### src/rtl/neonfox_bus_pkg.sv
// Shared types for the NeonFox load/store bridge: FSM state encoding,
// the registered bus command record and the core byte-enable encoding.
package neonfox_bus_pkg;

  typedef enum logic [1:0] {
    IDLE     = 2'd0,
    MEM_WAIT = 2'd1,
    IO_WAIT  = 2'd2,
    DONE     = 2'd3
  } bridge_state_t;

  typedef struct packed {
    logic        we;
    logic [1:0]  be;
    logic [31:0] addr;
    logic [15:0] wdata;
  } bus_req_t;

  // Core encoding: h_en=l_en=0 means a full word; otherwise the set bits
  // select the byte lanes.
  function automatic logic [1:0] be_encode(input logic h_en, input logic l_en);
    return {h_en | ~l_en, ~h_en | l_en};
  endfunction

endpackage

### src/rtl/bus_port_ctrl.sv
// One bus port of the load/store bridge: holds the command registers,
// runs the req/ack handshake and the wait-state timeout counter, and reports
// completion (done), abort (err) and the read data to hand back.
module bus_port_ctrl #(
  parameter int          AW             = 32,
  parameter logic [7:0]  TIMEOUT_CYCLES = 8'd255,
  parameter logic [15:0] ERR_DATA       = 16'hFFFF
) (
  input  logic          clk,
  input  logic          rst_n,
  input  logic          load,
  input  logic          fire,
  input  logic          cmd_we,
  input  logic [1:0]    cmd_be,
  input  logic [AW-1:0] cmd_addr,
  input  logic [15:0]   cmd_wdata,
  input  logic          ack,
  input  logic [15:0]   rdata,
  output logic          bus_req,
  output logic          bus_we,
  output logic [1:0]    bus_be,
  output logic [AW-1:0] bus_addr,
  output logic [15:0]   bus_wdata,
  output logic          done,
  output logic          err,
  output logic [15:0]   rd_data
);

  logic          req_r;
  logic          we_r;
  logic [1:0]    be_r;
  logic [AW-1:0] addr_r;
  logic [15:0]   wdata_r;
  logic [7:0]    cnt_r;
  logic          hit_s;

  // The counter holds (wait cycles - 1) during a wait cycle, so the abort
  // lands in the TIMEOUT_CYCLES-th wait cycle; zero disables the abort.
  assign hit_s   = (TIMEOUT_CYCLES != 8'd0) && (cnt_r == (TIMEOUT_CYCLES - 8'd1));
  assign done    = req_r & (ack | hit_s);
  assign err     = req_r & ~ack & hit_s;
  assign rd_data = ack ? rdata : ERR_DATA;

  assign bus_req   = req_r;
  assign bus_we    = we_r;
  assign bus_be    = be_r;
  assign bus_addr  = addr_r;
  assign bus_wdata = wdata_r;

  // Command capture, request handshake and wait-cycle counting.
  always_ff @(posedge clk or negedge rst_n) begin
    if (!rst_n) begin
      req_r   <= 1'b0;
      we_r    <= 1'b0;
      be_r    <= 2'b00;
      addr_r  <= {AW{1'b0}};
      wdata_r <= 16'h0000;
      cnt_r   <= 8'd0;
    end else begin
      if (load) begin
        we_r    <= cmd_we;
        be_r    <= cmd_be;
        addr_r  <= cmd_addr;
        wdata_r <= cmd_wdata;
      end
      if (fire) begin
        req_r <= 1'b1;
        cnt_r <= 8'd0;
      end else if (done) begin
        req_r <= 1'b0;
        cnt_r <= 8'd0;
      end else if (req_r) begin
        cnt_r <= cnt_r + 8'd1;
      end
    end
  end

endmodule

### src/rtl/mem_io_bridge.sv
// NeonFox load/store access stage: one outstanding access at a time on
// separate memory and I/O buses, with pending I/O after a data access,
// wait states and timeout aborts.
// Optional build macro NEONFOX_POSTED_WRITE_EN adds a single-entry posted
// write buffer so a lone write does not stall the pipeline.
module mem_io_bridge
  import neonfox_bus_pkg::*;
#(
  parameter logic [7:0]  TIMEOUT_CYCLES = 8'd255,
  parameter logic [15:0] ERR_DATA       = 16'hFFFF
) (
  input  logic        clk,
  input  logic        rst_n,
  input  logic        data_ren,
  input  logic        data_wren,
  input  logic        IO_ren,
  input  logic        IO_wren,
  input  logic        h_en,
  input  logic        l_en,
  input  logic [31:0] data_address,
  input  logic [15:0] IO_address,
  input  logic [15:0] DIO_out,
  output logic [15:0] DIO_in,
  output logic        data_hazard,
  output logic        bus_error,
  output logic        mem_req,
  output logic        mem_we,
  output logic [1:0]  mem_be,
  output logic [31:0] mem_addr,
  output logic [15:0] mem_wdata,
  input  logic [15:0] mem_rdata,
  input  logic        mem_ack,
  output logic        io_req,
  output logic        io_we,
  output logic [1:0]  io_be,
  output logic [15:0] io_addr,
  output logic [15:0] io_wdata,
  input  logic [15:0] io_rdata,
  input  logic        io_ack
);

  bridge_state_t state_r, state_nxt_s;
  logic          pend_io_r, pend_io_nxt_s;
  logic [15:0]   dio_in_r, dio_in_nxt_s;
  logic          bus_error_r;
  bus_req_t      mem_cmd_s;
  logic [1:0]    be_s;
  logic          data_any_s, io_any_s, capture_s;
  logic          mem_load_s, mem_fire_s, io_load_s, io_fire_s;
  logic          mem_done_s, mem_err_s, io_done_s, io_err_s;
  logic [15:0]   mem_rd_s, io_rd_s;

  assign be_s       = be_encode(h_en, l_en);
  assign data_any_s = data_ren | data_wren;
  assign io_any_s   = IO_ren | IO_wren;
  assign capture_s  = (state_r == IDLE) & ~data_hazard & (data_any_s | io_any_s);

  // Memory command record; a read in the same cycle as a write wins.
  always_comb begin
    mem_cmd_s.we    = ~data_ren;
    mem_cmd_s.be    = be_s;
    mem_cmd_s.addr  = data_address;
    mem_cmd_s.wdata = DIO_out;
  end

`ifdef NEONFOX_POSTED_WRITE_EN
  logic wb_busy_r, wb_busy_nxt_s;
  logic wb_io_r, wb_io_nxt_s;
  logic post_s, drain_done_s;

  // A lone write (one space, no read) goes to the buffer instead of the FSM.
  assign post_s       = capture_s & (data_any_s ^ io_any_s) &
                        (data_any_s ? ~data_ren : ~IO_ren);
  assign drain_done_s = wb_busy_r & (wb_io_r ? io_done_s : mem_done_s);
  assign data_hazard  = (state_r != IDLE) | (wb_busy_r & (data_any_s | io_any_s));
`else
  assign data_hazard  = (state_r != IDLE);
`endif

  // Next-state, port control and read-data capture.
  always_comb begin
    state_nxt_s   = state_r;
    pend_io_nxt_s = pend_io_r;
    dio_in_nxt_s  = dio_in_r;
    mem_load_s    = 1'b0;
    mem_fire_s    = 1'b0;
    io_load_s     = 1'b0;
    io_fire_s     = 1'b0;
`ifdef NEONFOX_POSTED_WRITE_EN
    wb_io_nxt_s   = wb_io_r;
    if (drain_done_s) begin
      wb_busy_nxt_s = 1'b0;
    end else begin
      wb_busy_nxt_s = wb_busy_r;
    end
`endif
    case (state_r)
      IDLE: begin
        if (capture_s) begin
          mem_load_s = data_any_s;
          io_load_s  = io_any_s;
`ifdef NEONFOX_POSTED_WRITE_EN
          if (post_s) begin
            mem_fire_s    = data_any_s;
            io_fire_s     = io_any_s;
            wb_busy_nxt_s = 1'b1;
            wb_io_nxt_s   = io_any_s;
          end else
`endif
          if (data_any_s) begin
            mem_fire_s    = 1'b1;
            pend_io_nxt_s = io_any_s;
            state_nxt_s   = MEM_WAIT;
          end else begin
            io_fire_s     = 1'b1;
            pend_io_nxt_s = 1'b0;
            state_nxt_s   = IO_WAIT;
          end
        end else begin
          state_nxt_s = IDLE;
        end
      end
      MEM_WAIT: begin
        if (mem_done_s) begin
          if (!mem_we) begin
            dio_in_nxt_s = mem_rd_s;
          end else begin
            dio_in_nxt_s = dio_in_r;
          end
          if (pend_io_r) begin
            io_fire_s     = 1'b1;
            pend_io_nxt_s = 1'b0;
            state_nxt_s   = IO_WAIT;
          end else begin
            state_nxt_s = DONE;
          end
        end else begin
          state_nxt_s = MEM_WAIT;
        end
      end
      IO_WAIT: begin
        if (io_done_s) begin
          if (!io_we) begin
            dio_in_nxt_s = io_rd_s;
          end else begin
            dio_in_nxt_s = dio_in_r;
          end
          state_nxt_s = DONE;
        end else begin
          state_nxt_s = IO_WAIT;
        end
      end
      DONE:    state_nxt_s = IDLE;
      default: state_nxt_s = IDLE;
    endcase
  end

  // Bridge state, pending-I/O flag, load data and error pulse registers.
  always_ff @(posedge clk or negedge rst_n) begin
    if (!rst_n) begin
      state_r     <= IDLE;
      pend_io_r   <= 1'b0;
      dio_in_r    <= 16'h0000;
      bus_error_r <= 1'b0;
`ifdef NEONFOX_POSTED_WRITE_EN
      wb_busy_r   <= 1'b0;
      wb_io_r     <= 1'b0;
`endif
    end else begin
      state_r     <= state_nxt_s;
      pend_io_r   <= pend_io_nxt_s;
      dio_in_r    <= dio_in_nxt_s;
      bus_error_r <= mem_err_s | io_err_s;
`ifdef NEONFOX_POSTED_WRITE_EN
      wb_busy_r   <= wb_busy_nxt_s;
      wb_io_r     <= wb_io_nxt_s;
`endif
    end
  end

  assign DIO_in    = dio_in_r;
  assign bus_error = bus_error_r;

  bus_port_ctrl #(
    .AW(32), .TIMEOUT_CYCLES(TIMEOUT_CYCLES), .ERR_DATA(ERR_DATA)
  ) u_mem_port (
    .clk(clk), .rst_n(rst_n), .load(mem_load_s), .fire(mem_fire_s),
    .cmd_we(mem_cmd_s.we), .cmd_be(mem_cmd_s.be), .cmd_addr(mem_cmd_s.addr),
    .cmd_wdata(mem_cmd_s.wdata), .ack(mem_ack), .rdata(mem_rdata),
    .bus_req(mem_req), .bus_we(mem_we), .bus_be(mem_be), .bus_addr(mem_addr),
    .bus_wdata(mem_wdata), .done(mem_done_s), .err(mem_err_s), .rd_data(mem_rd_s)
  );

  bus_port_ctrl #(
    .AW(16), .TIMEOUT_CYCLES(TIMEOUT_CYCLES), .ERR_DATA(ERR_DATA)
  ) u_io_port (
    .clk(clk), .rst_n(rst_n), .load(io_load_s), .fire(io_fire_s),
    .cmd_we(~IO_ren), .cmd_be(be_s), .cmd_addr(IO_address),
    .cmd_wdata(DIO_out), .ack(io_ack), .rdata(io_rdata),
    .bus_req(io_req), .bus_we(io_we), .bus_be(io_be), .bus_addr(io_addr),
    .bus_wdata(io_wdata), .done(io_done_s), .err(io_err_s), .rd_data(io_rd_s)
  );

endmodule

### config.mk
export PLATFORM = sky130hd
export DESIGN_NAME = mem_io_bridge
export DESIGN_NICKNAME = d
export VERILOG_FILES = /design/src/rtl/neonfox_bus_pkg.sv /design/src/rtl/bus_port_ctrl.sv /design/src/rtl/mem_io_bridge.sv
export SDC_FILE = /design/constraint.sdc
export NUM_CORES = 1
export LEC_CHECK = 0
export CAP_MARGIN = 0
export CORE_UTILIZATION = 39
export CTS_CLUSTER_SIZE = 20
export DETAILED_ROUTE_END_ITERATION = 10
export GPL_ROUTABILITY_DRIVEN = 0
export HOLD_SLACK_MARGIN = 0.03
export PLACE_DENSITY = 0.77
export SYNTH_ARGS = -nofsm -noshare
export SYNTH_HDL_FRONTEND = slang
export SYNTH_SLANG_ARGS = --single-unit
### constraint.sdc
create_clock -name clk -period 1.78 [get_ports clk]
set_input_delay 0.356 -clock clk [delete_from_list [all_inputs] [get_ports clk]]
set_output_delay 0.356 -clock clk [all_outputs]
set_load 0.01 [all_outputs]
==> impl_metrics.csv <==
group,metric,value,unit
cells_and_area,fin_util,0.6658,
logic_synthesis,synth_area_leaders,"dfrtp_1, mux2_1, mux2i_1",
worst_hold_path,hold_path.class,"flop to flop",
power,p_sw,4.464,mW
drt,drt_first_iter_violations,113,
sta,setup_violations,9,
logic_synthesis,synth_top_area_frac,0.6134,
floorplanning,die_h,115.9,microns
global_routing,grt_pass1_vias,4171,
cells_and_area,nNetsFinal,733,
power,p_leak,3.717,nW
sta,finalHoldViolations,0,
drt,wire_per_inst,15.77,microns
cts,cts-root-buf,"clkbuf_16",
place,dpl.hpwl,9370,microns
logic_synthesis,async_reset_ff_frac,1.000,
logic_synthesis,ys_types,42,
cells_and_area,stdcell_area,8402,sq um
power,pwr-share-clk,0.253,
place,place_area,7660,sq um
cts,insertion_delay,0.41,ns
setup_path,crit_path_start_kind,"flop",
global_routing,grt_pass1_wl,20090,microns
cts,cts-buffers-inserted,17,
power,p_seq_frac,0.323,
power,pwr-share-comb,0.424,
worst_hold_path,hold_end,"u_io_port.bus_wdata[10]",
power,p_int,10.32,mW
sta,holdWs,0.4831,ns
job,max_cap_violations,0,
sta,report.final.slew_viol_count,0,
setup_path,reg2reg_slack,-0.02,ns
sta,max_slew.worst_pin.slew,0.3983,ns
logic_synthesis,synth_nets,480,
setup_path,path_max_fanout,8,
cells_and_area,syn_to_final_growth,66.09,%
power,switching_share,0.3020,
sta,fin_crit_sh,1.014,
sta,rsz0062_at_grt,"true",
setup_path,cp.arrival,2.13,ns
logic_synthesis,mappedNetlistArea,5059,sq um
status,status,"complete, but fails checks",
global_routing,grt.total_usage,0.1991,
logic_synthesis,synthCells,370,
floorplanning,pin_count,212,
global_routing,grt_max_degree,75,
sta,relSlewSlack,0.7344,
status,violations,"setup timing",
sta,setup_ws,-0.02440,ns
cells_and_area,fillers,944,
logic_synthesis,avgSynthCellArea,13.67,sq um
sta,fmax,0.5542,GHz
logic_synthesis,ys_warn_count,0,
setup_path,crit_type,"flop to flop",
global_routing,antenna_found_initial,0,
setup_path,timing.rr.end,"DIO_in[0]",
sta,fin_skew,0.004989,ns
floorplanning,start_util,0.4009,
power,peakVddDrop,1029,uV
logic_synthesis,synth_ff_type,"dfrtp_1",
setup_path,rr_startpoint,"u_io_port.cnt_r[0]",
drt,vias,3835,
logic_synthesis,synth.ff_latch_count,124,
cts,clkTransAtPathRegs,0.05,ns
drt,drt_first_pass_iters,4,
cts,ctsLongestPathBuffers,2,
cts,cts.sinks,124,
global_routing,grt_overflow_total,0,
cells_and_area,diodes,0,
setup_path,crit_path_end_kind,"flop",
setup_path,worstPathRequired,2.11,ns
logic_synthesis,ys_seq_area_frac,0.6134,
place,place_ws,-0.1546,ns
place,portBuffers,211,
setup_path,r2r_cells,7,
floorplanning,die_area,13430,sq um
drt,routed_wl,12740,microns
floorplanning,core-area,12620,sq um
cts,htree_levels,4,
logic_synthesis,synth_top_area_cell,"dfrtp_1",
drt,routed_via_density,4.746,
floorplanning,rows,41,
logic_synthesis,synth_edf_count,0,
cts,cts_tree,"built",
worst_hold_path,min_path_cells,1,
sta,fin_tns_setup,-0.1598,ns
sta,period_needed,1.804,ns
power,pwr_density_cell,1759,nW/um^2
drt,ant_nets,0,
drt,drc,0,
cells_and_area,layout-drive-gt1-share,0.1274,
worst_hold_path,holdCritStartpoint,"u_io_port.bus_wdata[10]",
floorplanning,dieWidth,115.9,microns
-- logic make-up after synthesis --
group | after synthesis | synth area share
AND/OR/NAND/NOR | 58 | 0.05590
flip-flops | 124 | 0.6134
buffers and inverters | 36 | 0.03364
XOR/XNOR | 14 | 0.02424
adder cells (fa/ha/maj) | 4 | 0.009894
AO/OA/AOI/OAI | 38 | 0.05318
multiplexers | 96 | 0.2097
-- cell usage after synthesis, types with 2 or more instances --
cell type  count
xnor2_1        4
a211oi_1       2
buf_2         10
nand3_1        4
dfrtp_1      124
mux2i_1       16
inv_1         19
nand4_1        7
ha_1           4
o22ai_1       16
clkbuf_1       2
nor2_1        26
mux2_1        80
nand2b_1       2
nand2_1        6
a21oi_1        8
xor2_1        10
and3_1         3
buf_6          2
buf_4          2
nor2b_1        2
-- sequential cells by signal, summed over array words and instances (netlist names) --
register / flops
u_mem_port.bus_addr: 32
DIO_in: 16
u_io_port.bus_addr: 16
u_io_port.bus_wdata: 16
u_mem_port.bus_wdata: 16
u_io_port.cnt_r: 8
u_mem_port.cnt_r: 8
state_r: 2
u_io_port.bus_be: 2
u_mem_port.bus_be: 2
bus_error: 1
pend_io_r: 1
u_io_port.bus_req: 1
u_io_port.bus_we: 1
u_mem_port.bus_req: 1
u_mem_port.bus_we: 1
-- layout make-up --
class                   count  area, sq um  share of cell area
clock buffers              20        456.7             0.05436
clock inverters            12        192.7             0.02293
inverters                  20        75.07            0.008935
multi-input cells         210         1834              0.2183
flip-flops and latches    124         3103              0.3693
well taps                 172        215.2             0.02561
repair buffers            250         2525              0.3005
-- through the flow --
stage,cells,power (mW)
2_1_floorplan,370,7.348
3_3_place_gp,772,10.81
3_5_place_dp,772,11.04
4_1_cts,805,14.86
5_1_grt,808,15.60
6_report,808,14.78
-- worst max-delay path by stage --
stage,from,to,slack [ns],depth (start not counted)
floorplan,u_mem_port.cnt_r[0],u_io_port.cnt_r[1],-0.002,7
global placement,IO_ren,u_io_port.bus_addr[6],-0.11,5
detailed placement,IO_ren,u_io_port.bus_addr[7],-0.15,5
CTS,u_io_port.bus_we,io_we,0.0002,1
global route,u_io_port.cnt_r[0],DIO_in[15],-0.15,7
finish,u_io_port.cnt_r[0],DIO_in[0],-0.02,7
-- timing repair --
action,4_1_cts,5_1_grt
pin swaps,2,2
hold buffers,1,0
endpoints found under the hold margin,124,0
gates resized for setup,5,8
endpoints found under the setup margin,17,34
cloned,0,1
setup buffers,0,3
-- power by group through the flow --
stage	sequential [mW]	clock (mW)	combinational [mW]
6_report	4.78	3.73	6.27
3_3_place_gp	4.74	0	6.07
4_1_cts	4.79	3.81	6.26
2_1_floorplan	5.29	0	2.06
3_5_place_dp	4.81	0	6.23
5_1_grt	4.92	3.94	6.73
-- placed cells by master, fill, tap and decap left out, drive strengths merged, types with 4 or more instances in the layout --
cell           Yosys  layout
nand3              4       4
bufinv             0       5
clkinv             0       4
o22ai             16      16
clkdlybuf4s50      0     206
dfrtp            124     124
a21oi              8       8
xor2              10      10
xnor2              4       4
buf               14      38
mux2              80      80
nand4              7       7
nand2              6       6
clkbuf             2      21
nor2              27      27
mux2i             16      16
ha                 4       4
inv               20      20
-- per-layer routing --
metal	up-vias	GRT usage	part of all wire
li1	1800	-	-
met1	1866	0.2079	0.37
met2	145	0.3496	0.52
met3	24	0.07479	0.086
met4	0	0.1017	0.028
met5	-	0	0
-- critical path, stage by stage (launching register included) --
cell and delay (ns):
dfrtp_1 0.39, inv_1 0.06, ha_2 0.18, and3_4 0.15, a32oi_2 0.23, o32a_1 0.32, clkbuf_16 0.22, mux2i_1 0.18
Note: power is estimated with default switching activity, not from simulation.
